===== config.mk =====
export PLATFORM = sky130hd
export DESIGN_NAME = xor_memory_rmw_frontend
export DESIGN_NICKNAME = d
export VERILOG_FILES = /design/src/rtl/xor_memory_rmw_frontend.sv
export SDC_FILE = /design/constraint.sdc
export NUM_CORES = 1
export LEC_CHECK = 0
export CORE_ASPECT_RATIO = 1.4
export CORE_UTILIZATION = 40
export DETAILED_ROUTE_END_ITERATION = 10
export HOLD_SLACK_MARGIN = 0.03
export PLACE_DENSITY = 0.67
export SYNTH_ARGS = -nofsm -noshare
export SYNTH_HDL_FRONTEND = slang
export SYNTH_SLANG_ARGS = --single-unit
export TNS_END_PERCENT = 10

===== constraint.sdc =====
create_clock -name clk -period 12.5 [get_ports clk]
set_input_delay 3.75 -clock clk [delete_from_list [all_inputs] [get_ports clk]]
set_output_delay 3.75 -clock clk [all_outputs]
set_load 0.005 [all_outputs]

===== src/rtl/xor_memory_rmw_frontend.sv =====
// rtl/xor_memory_rmw_frontend.sv - read-modify-write front end for the multi-port XOR memory
//
// Turns per-port "add delta to the counter at addr" requests into a read cycle
// followed by a write cycle on the matching memory port. The result is a
// saturating counter bank. After reset the whole memory is cleared through
// port 0. Updates are accepted only after that sweep has finished.
//
// Ports (all per-port signals are unpacked arrays of PORTS entries):
//   clk, rst_n           clock, asynchronous active-low reset
//   upd_valid/addr/delta update request; accepted when upd_valid && upd_ready
//   upd_ready            port can accept a request this cycle
//   done_valid/value     1-cycle pulse with the value written (post-saturation)
//   init_done            high once the clear sweep has finished
//   mem_addr/d/en        to memory; mem_en=1 is a write, mem_en=0 a read
//   mem_q                from memory; data for the address of cycle t appears in t+1
module xor_memory_rmw_frontend #(
   parameter int  WIDTH   = 8,
   parameter int  DEPTH   = 256,
   parameter int  PORTS   = 2,
   parameter int  DELTA_W = 4,
   localparam int AW      = $clog2(DEPTH)
) (
   input  logic               clk,
   input  logic               rst_n,
   input  logic               upd_valid  [PORTS],
   input  logic [AW-1:0]      upd_addr   [PORTS],
   input  logic [DELTA_W-1:0] upd_delta  [PORTS],
   output logic               upd_ready  [PORTS],
   output logic               done_valid [PORTS],
   output logic [WIDTH-1:0]   done_value [PORTS],
   output logic               init_done,
   output logic [AW-1:0]      mem_addr   [PORTS],
   output logic [WIDTH-1:0]   mem_d      [PORTS],
   output logic               mem_en     [PORTS],
   input  logic [WIDTH-1:0]   mem_q      [PORTS]
);

   typedef enum logic {G_INIT, G_RUN} g_state_e;
   typedef enum logic {P_IDLE, P_WR}  p_state_e;

   g_state_e           g_q, g_d;
   logic [AW-1:0]      sweep_q, sweep_d;

   // Per-port pipeline state captured at accept
   p_state_e           st_q       [PORTS];
   p_state_e           st_d       [PORTS];
   logic [AW-1:0]      addr_q     [PORTS];
   logic [AW-1:0]      addr_d     [PORTS];
   logic [DELTA_W-1:0] delta_q    [PORTS];
   logic [DELTA_W-1:0] delta_d    [PORTS];
   logic               fwd_hit_q  [PORTS];
   logic               fwd_hit_d  [PORTS];
   logic [WIDTH-1:0]   fwd_data_q [PORTS];
   logic [WIDTH-1:0]   fwd_data_d [PORTS];

   // Copy of every port's write from the previous cycle; the memory has not
   // committed it yet when a read is issued this cycle.
   logic               pw_valid_q [PORTS];
   logic [AW-1:0]      pw_addr_q  [PORTS];
   logic [WIDTH-1:0]   pw_data_q  [PORTS];

   logic               block      [PORTS];
   logic               fwd_hit_c  [PORTS];
   logic [WIDTH-1:0]   fwd_data_c [PORTS];
   logic [WIDTH-1:0]   base_c     [PORTS];
   logic [WIDTH:0]     ext_c      [PORTS];
   logic [WIDTH-1:0]   sum_c      [PORTS];

   // Hazard detection, forwarding lookup and saturating add
   always_comb begin
      for (int p = 0; p < PORTS; p++) begin
         block[p]      = 1'b0;
         fwd_hit_c[p]  = 1'b0;
         fwd_data_c[p] = '0;
         for (int q = 0; q < PORTS; q++) begin
            // Lower index wins a same-cycle address collision
            if (q < p && upd_valid[q] && upd_addr[q] == upd_addr[p]) begin
               block[p] = 1'b1;
            end
            // Never read an address that is being written this cycle
            if (st_q[q] == P_WR && addr_q[q] == upd_addr[p]) begin
               block[p] = 1'b1;
            end
            // Writes never collide, so at most one entry can match
            if (pw_valid_q[q] && pw_addr_q[q] == upd_addr[p]) begin
               fwd_hit_c[p]  = 1'b1;
               fwd_data_c[p] = pw_data_q[q];
            end
         end
         base_c[p] = fwd_hit_q[p] ? fwd_data_q[p] : mem_q[p];
         ext_c[p]  = {1'b0, base_c[p]} + (WIDTH+1)'(delta_q[p]);
         sum_c[p]  = ext_c[p][WIDTH] ? {WIDTH{1'b1}} : ext_c[p][WIDTH-1:0];
      end
   end

   // Next state and outputs
   always_comb begin
      g_d       = g_q;
      sweep_d   = sweep_q;
      init_done = (g_q == G_RUN);
      for (int p = 0; p < PORTS; p++) begin
         st_d[p]       = st_q[p];
         addr_d[p]     = addr_q[p];
         delta_d[p]    = delta_q[p];
         fwd_hit_d[p]  = fwd_hit_q[p];
         fwd_data_d[p] = fwd_data_q[p];
         upd_ready[p]  = 1'b0;
         done_valid[p] = 1'b0;
         done_value[p] = '0;
         mem_addr[p]   = '0;
         mem_d[p]      = '0;
         mem_en[p]     = 1'b0;
      end

      if (g_q == G_INIT) begin
         mem_en[0]   = 1'b1;
         mem_addr[0] = sweep_q;
         sweep_d     = sweep_q + AW'(1);
         if (sweep_q == AW'(DEPTH - 1)) begin
            g_d = G_RUN;
         end
      end else begin
         for (int p = 0; p < PORTS; p++) begin
            if (st_q[p] == P_IDLE) begin
               upd_ready[p] = ~block[p];
               mem_addr[p]  = upd_addr[p];
               if (upd_valid[p] && !block[p]) begin
                  st_d[p]       = P_WR;
                  addr_d[p]     = upd_addr[p];
                  delta_d[p]    = upd_delta[p];
                  fwd_hit_d[p]  = fwd_hit_c[p];
                  fwd_data_d[p] = fwd_data_c[p];
               end
            end else begin
               mem_addr[p]   = addr_q[p];
               mem_d[p]      = sum_c[p];
               mem_en[p]     = 1'b1;
               done_valid[p] = 1'b1;
               done_value[p] = sum_c[p];
               st_d[p]       = P_IDLE;
            end
         end
      end

      // The reset state is INIT, which drives a write; silence the memory
      // while reset is held rather than waiting for a clock edge.
      if (!rst_n) begin
         init_done = 1'b0;
         for (int p = 0; p < PORTS; p++) begin
            upd_ready[p]  = 1'b0;
            done_valid[p] = 1'b0;
            done_value[p] = '0;
            mem_addr[p]   = '0;
            mem_d[p]      = '0;
            mem_en[p]     = 1'b0;
         end
      end
   end

   always_ff @(posedge clk or negedge rst_n) begin
      if (!rst_n) begin
         g_q     <= G_INIT;
         sweep_q <= '0;
         for (int p = 0; p < PORTS; p++) begin
            st_q[p]       <= P_IDLE;
            addr_q[p]     <= '0;
            delta_q[p]    <= '0;
            fwd_hit_q[p]  <= 1'b0;
            fwd_data_q[p] <= '0;
            pw_valid_q[p] <= 1'b0;
            pw_addr_q[p]  <= '0;
            pw_data_q[p]  <= '0;
         end
      end else begin
         g_q     <= g_d;
         sweep_q <= sweep_d;
         for (int p = 0; p < PORTS; p++) begin
            st_q[p]       <= st_d[p];
            addr_q[p]     <= addr_d[p];
            delta_q[p]    <= delta_d[p];
            fwd_hit_q[p]  <= fwd_hit_d[p];
            fwd_data_q[p] <= fwd_data_d[p];
            // Sweep writes are captured too: a read in the first RUN cycle
            // may target the last cleared address.
            pw_valid_q[p] <= mem_en[p];
            pw_addr_q[p]  <= mem_addr[p];
            pw_data_q[p]  <= mem_d[p];
         end
      end
   end

endmodule


# == After elaboration in Yosys (flattened, before gate mapping) ==
# Cells that the tools add are included.
# totals
reg_bits,87
latchBits,0
ram_bits,0
romBits,0
wordCells,94
memories,0
# classes
addsub,3
mul,0
div_mod_pow,0
magnitude_cmp,0
eq_ne,10
shift,0
mux,44
bitwise,4
reduce_logical,15
# ops
op,n
8-bit 2-to-1 mux,14
8-bit equality test,9
16-bit 2-to-1 mux,3
1-bit 2-to-1 mux,22
8-bit by 4-bit adder with 9-bit output,2
1-bit logical AND,11
2-bit 2-to-1 mux,5
8-bit by 1-bit adder with 8-bit output (second input constant),1
8-bit equality test (second input constant),1
3-bit AND reduction,2
1-bit NOT,4
1-bit logical NOT,2

# == Depth between registers and ports, before layout ==
# logic_depth
ltp_word,9
depth_mapped,10
depth_no_buf,8

# == Least setup slack after synthesis ==
# OpenSTA, ideal clock, no wires.
# synth_timing
kind,in2out
startpoint,in mem_q[8] in the netlist's numbering
endpoint,out mem_d[12] in the netlist's numbering
arrival_time_ns,5.676
required_ns,8.750
path_slack_ns,3.074
path_stages,8
path_buffers,1
cell_sequence,mux2_2 ha_1 fa_1 a21o_1 a21oi_1 nor3_1 a211oi_1 buf_4
# synth_lines
element,line,rtl
from (decl),35,input logic [WIDTH-1:0] mem_q [PORTS]
to (decl),33,"output logic [WIDTH-1:0] mem_d [PORTS],"

==> run summary <==
status: finished clean
Final HPWL DP: 9.50 mm
worst hold path depth: 1
cell count of the worst reg-to-reg path: 7
sequential area share after synthesis: 41.4%
number of placement rows: 49
clk_skew: 0.00806 ns
Reg2Reg Setup Slack: 9.61 ns
CP Max Fanout: 6
CP delay by family, top: buffers and inverters
initial DRC count: 126
worst hold margin: 0.498 ns
maxcap violations: 0
GRT Total Usage: 20.2%
Routed WL per cell: 18.5 microns
worst hold start: sweep_q[6]$_DFFE_PN0N_
CTS Sinks: 87
ant diodes: 0
CP dominant cell by count: clkdlybuf4s50_1
RSZ-0062 raised after global routing: false
worst stage delay on the critical path: 0.59 ns
core area: 12,800 sq um
share of cells above drive strength 1: 13.1%
leakage power: 0.00297 uW
Netlist cell types: 47
commonest non-fill, non-tap cell in the layout: clkdlybuf4s50_1
FF-to-FF End: pw_data_q[4]$_DFF_PN0_
crit end category: primary output
yosys warns: 0
Crit Path Class: input port to primary output
vias in the first global route: 3,951
Max Slew Vio Count: 0
PwrDens: 99.1 nW/um^2
Die Span Y: 138 microns
worst path bufs/invs: 2
Worst-Skew Late Latency: 0.34 ns
number of synthesized register bits: 87
total setup buffers inserted after CTS: 0
pin count of the biggest net entering global routing: 52
Nets: 600
GP Congestion: 0.859
Achievable Freq: 95.8 MHz
HP Class: flip-flop to flip-flop
post-DR vias/cell: 5.35
global-route wire length before repair: 20.8 mm
Initial Util: 41.0%
Fin Setup TNS: 0 ns
initial antenna violation count: 0
fraction of registers with async set/reset: 100%
Mapped Area: 5250 sq um
worst-margin pin slew: 0.665 ns
normalized max-slew margin: 55.7%
CTS Buffer Depth: 2
placed insts: 687
Primary FF master, synth: dfrtp_1
Vias: 3,762
final wirelength: 13.0 mm
syn_area_per_cell: 10.9 sq um
commonest non-fill, non-tap cells in the layout: clkdlybuf4s50_1, dfrtp_1, nor2_1
Final Cycle Share: 83.5%
WP data arrival: 6.69 ns
drt drc: 0
Post-synth EDFFs: 0
CTS buffer count: 9
Period minus WS final: 10.44 ns
Final Hold Fails: 0
Congestion Overflow GR: 0
post-CTS sizing: 0
Gate Count Post-Synth: 481
Critical Path Start Type: input port
area of the die: 13,600 sq um
worst r2r src: fwd_hit_q[0]$_DFFE_PN0P_
Post-DRT Antenna Nets: 0
DRT Pass-1 Iters: 4
Finished Layout Cells: 703
crit-path cells: clkdlybuf4s50_1, mux2_2, ha_1, fa_1, a21o_1, a21oi_1, nor4_1, nor2_1, a211oi_1, clkdlybuf4s50_1
WHS Endpoint: sweep_q[6]$_DFFE_PN0N_
area delta synth->final: 22.7%
port bufs: 98
IO Count: 99
VDD IR-drop max: 0.0817 mV
clock slew at reported path FFs: 0.06 ns
H-tree Lvls: 3
Worst EP required: 8.75 ns
TritonCTS clock tree: built
fill cell count: 1,130
cts hold-fix bufs: 0
root buf cell: clkbuf_16
synthesized net count: 536
DIE WIDTH: 98.8 microns
Final Setup Violations: 0
Slowest-stage cell, CP: clkdlybuf4s50_1
==> logic make-up (layout without fill, tap and decap cells) <==
family / after synthesis / count (layout) / share of synthesized area, %
adders and majority gates: 11 / 11 / 2.91
and+or+nand+nor: 129 / 129 / 12.6
muxes: 72 / 72 / 16.8
AOI/OAI and AO/OA: 50 / 50 / 7.31
DFF: 87 / 87 / 41.4
buffers and inverters: 65 / 134 / 7.72
xor gates and xnor gates: 67 / 67 / 11.2
==> final cells by class <==
cell class                      count  area, sq um  share of cell area (%)
Clock inverter                      4         76.3                    1.18
Multi-Input combinational cell    329         2670                    41.4
Clock buffer                       12          267                    4.13
Tap cell                          153          191                    2.97
Sequential cell                    87         2180                    33.8
Inverter                           17         63.8                   0.990
Timing Repair Buffer              101         1000                    15.5
==> flip-flops by register name, indices dropped and copies added (netlist names), 8 cells and up <==
name	cells
delta_q	8
pw_data_q	16
addr_q	16
pw_addr_q	16
fwd_data_q	16
sweep_q	8
==> worst max path at each step <==
stage | start | depth (start not counted) | slack [ns] | to
floorplan | mem_q[8] | 8 | 3.07 | mem_d[12]
global placement | mem_q[0] | 9 | 2.11 | done_value[4]
detailed placement | mem_q[0] | 10 | 2.01 | mem_d[5]
CTS | mem_q[0] | 10 | 2.00 | mem_d[5]
global route | mem_q[0] | 10 | 1.73 | mem_d[5]
finish | mem_q[0] | 10 | 2.06 | mem_d[5]
==> routing by layer <==
metal	up-vias	part of all wire [%]	routed length (microns)	global-route usage, %
met3	29	3.7	487	3.81
met1	1857	41	5320	23.6
met5	-	0	0	0
met4	0	3.3	429	9.20
li1	1776	-	-	-
met2	100	52	6790	35.7
==> cells in the mapped netlist (13+ instances only) <==
library cell | count | area (sq um)
nand3_1 | 15 | 75.1
nand4_1 | 14 | 87.6
dfrtp_1 | 87 | 2180
mux2_2 | 14 | 158
inv_1 | 17 | 63.8
nor2_1 | 41 | 154
mux2i_1 | 28 | 280
buf_4 | 22 | 165
nand2_1 | 29 | 109
xor2_1 | 30 | 263
mux2_4 | 29 | 435
buf_2 | 13 | 65.1
xnor2_1 | 37 | 324
==> stage by stage <==
| stage | cell area, sq um | power [uW] | setup slack (ns) | utilization, % |
|---|---|---|---|---|
| 4_1_cts | 6450 | 645 | 2.00 | 50.3 |
| 6_report | 6450 | 639 | 2.06 | 50.3 |
| 5_1_grt | 6450 | 661 | 1.73 | 50.3 |
| 2_1_floorplan | 5250 | 315 | 3.07 | - |
| 3_5_place_dp | 6100 | 339 | 2.01 | 47.6 |
| 3_3_place_gp | 6100 | 339 | 2.11 | 47.6 |
==> power by group <==
part | internal [uW] | switching, uW
clock network | 192 | 113
registers | 282 | 0.399
logic | 24.4 | 27.3
total | 498 | 141
No activity file was read; power rests on OpenSTA's default activity.
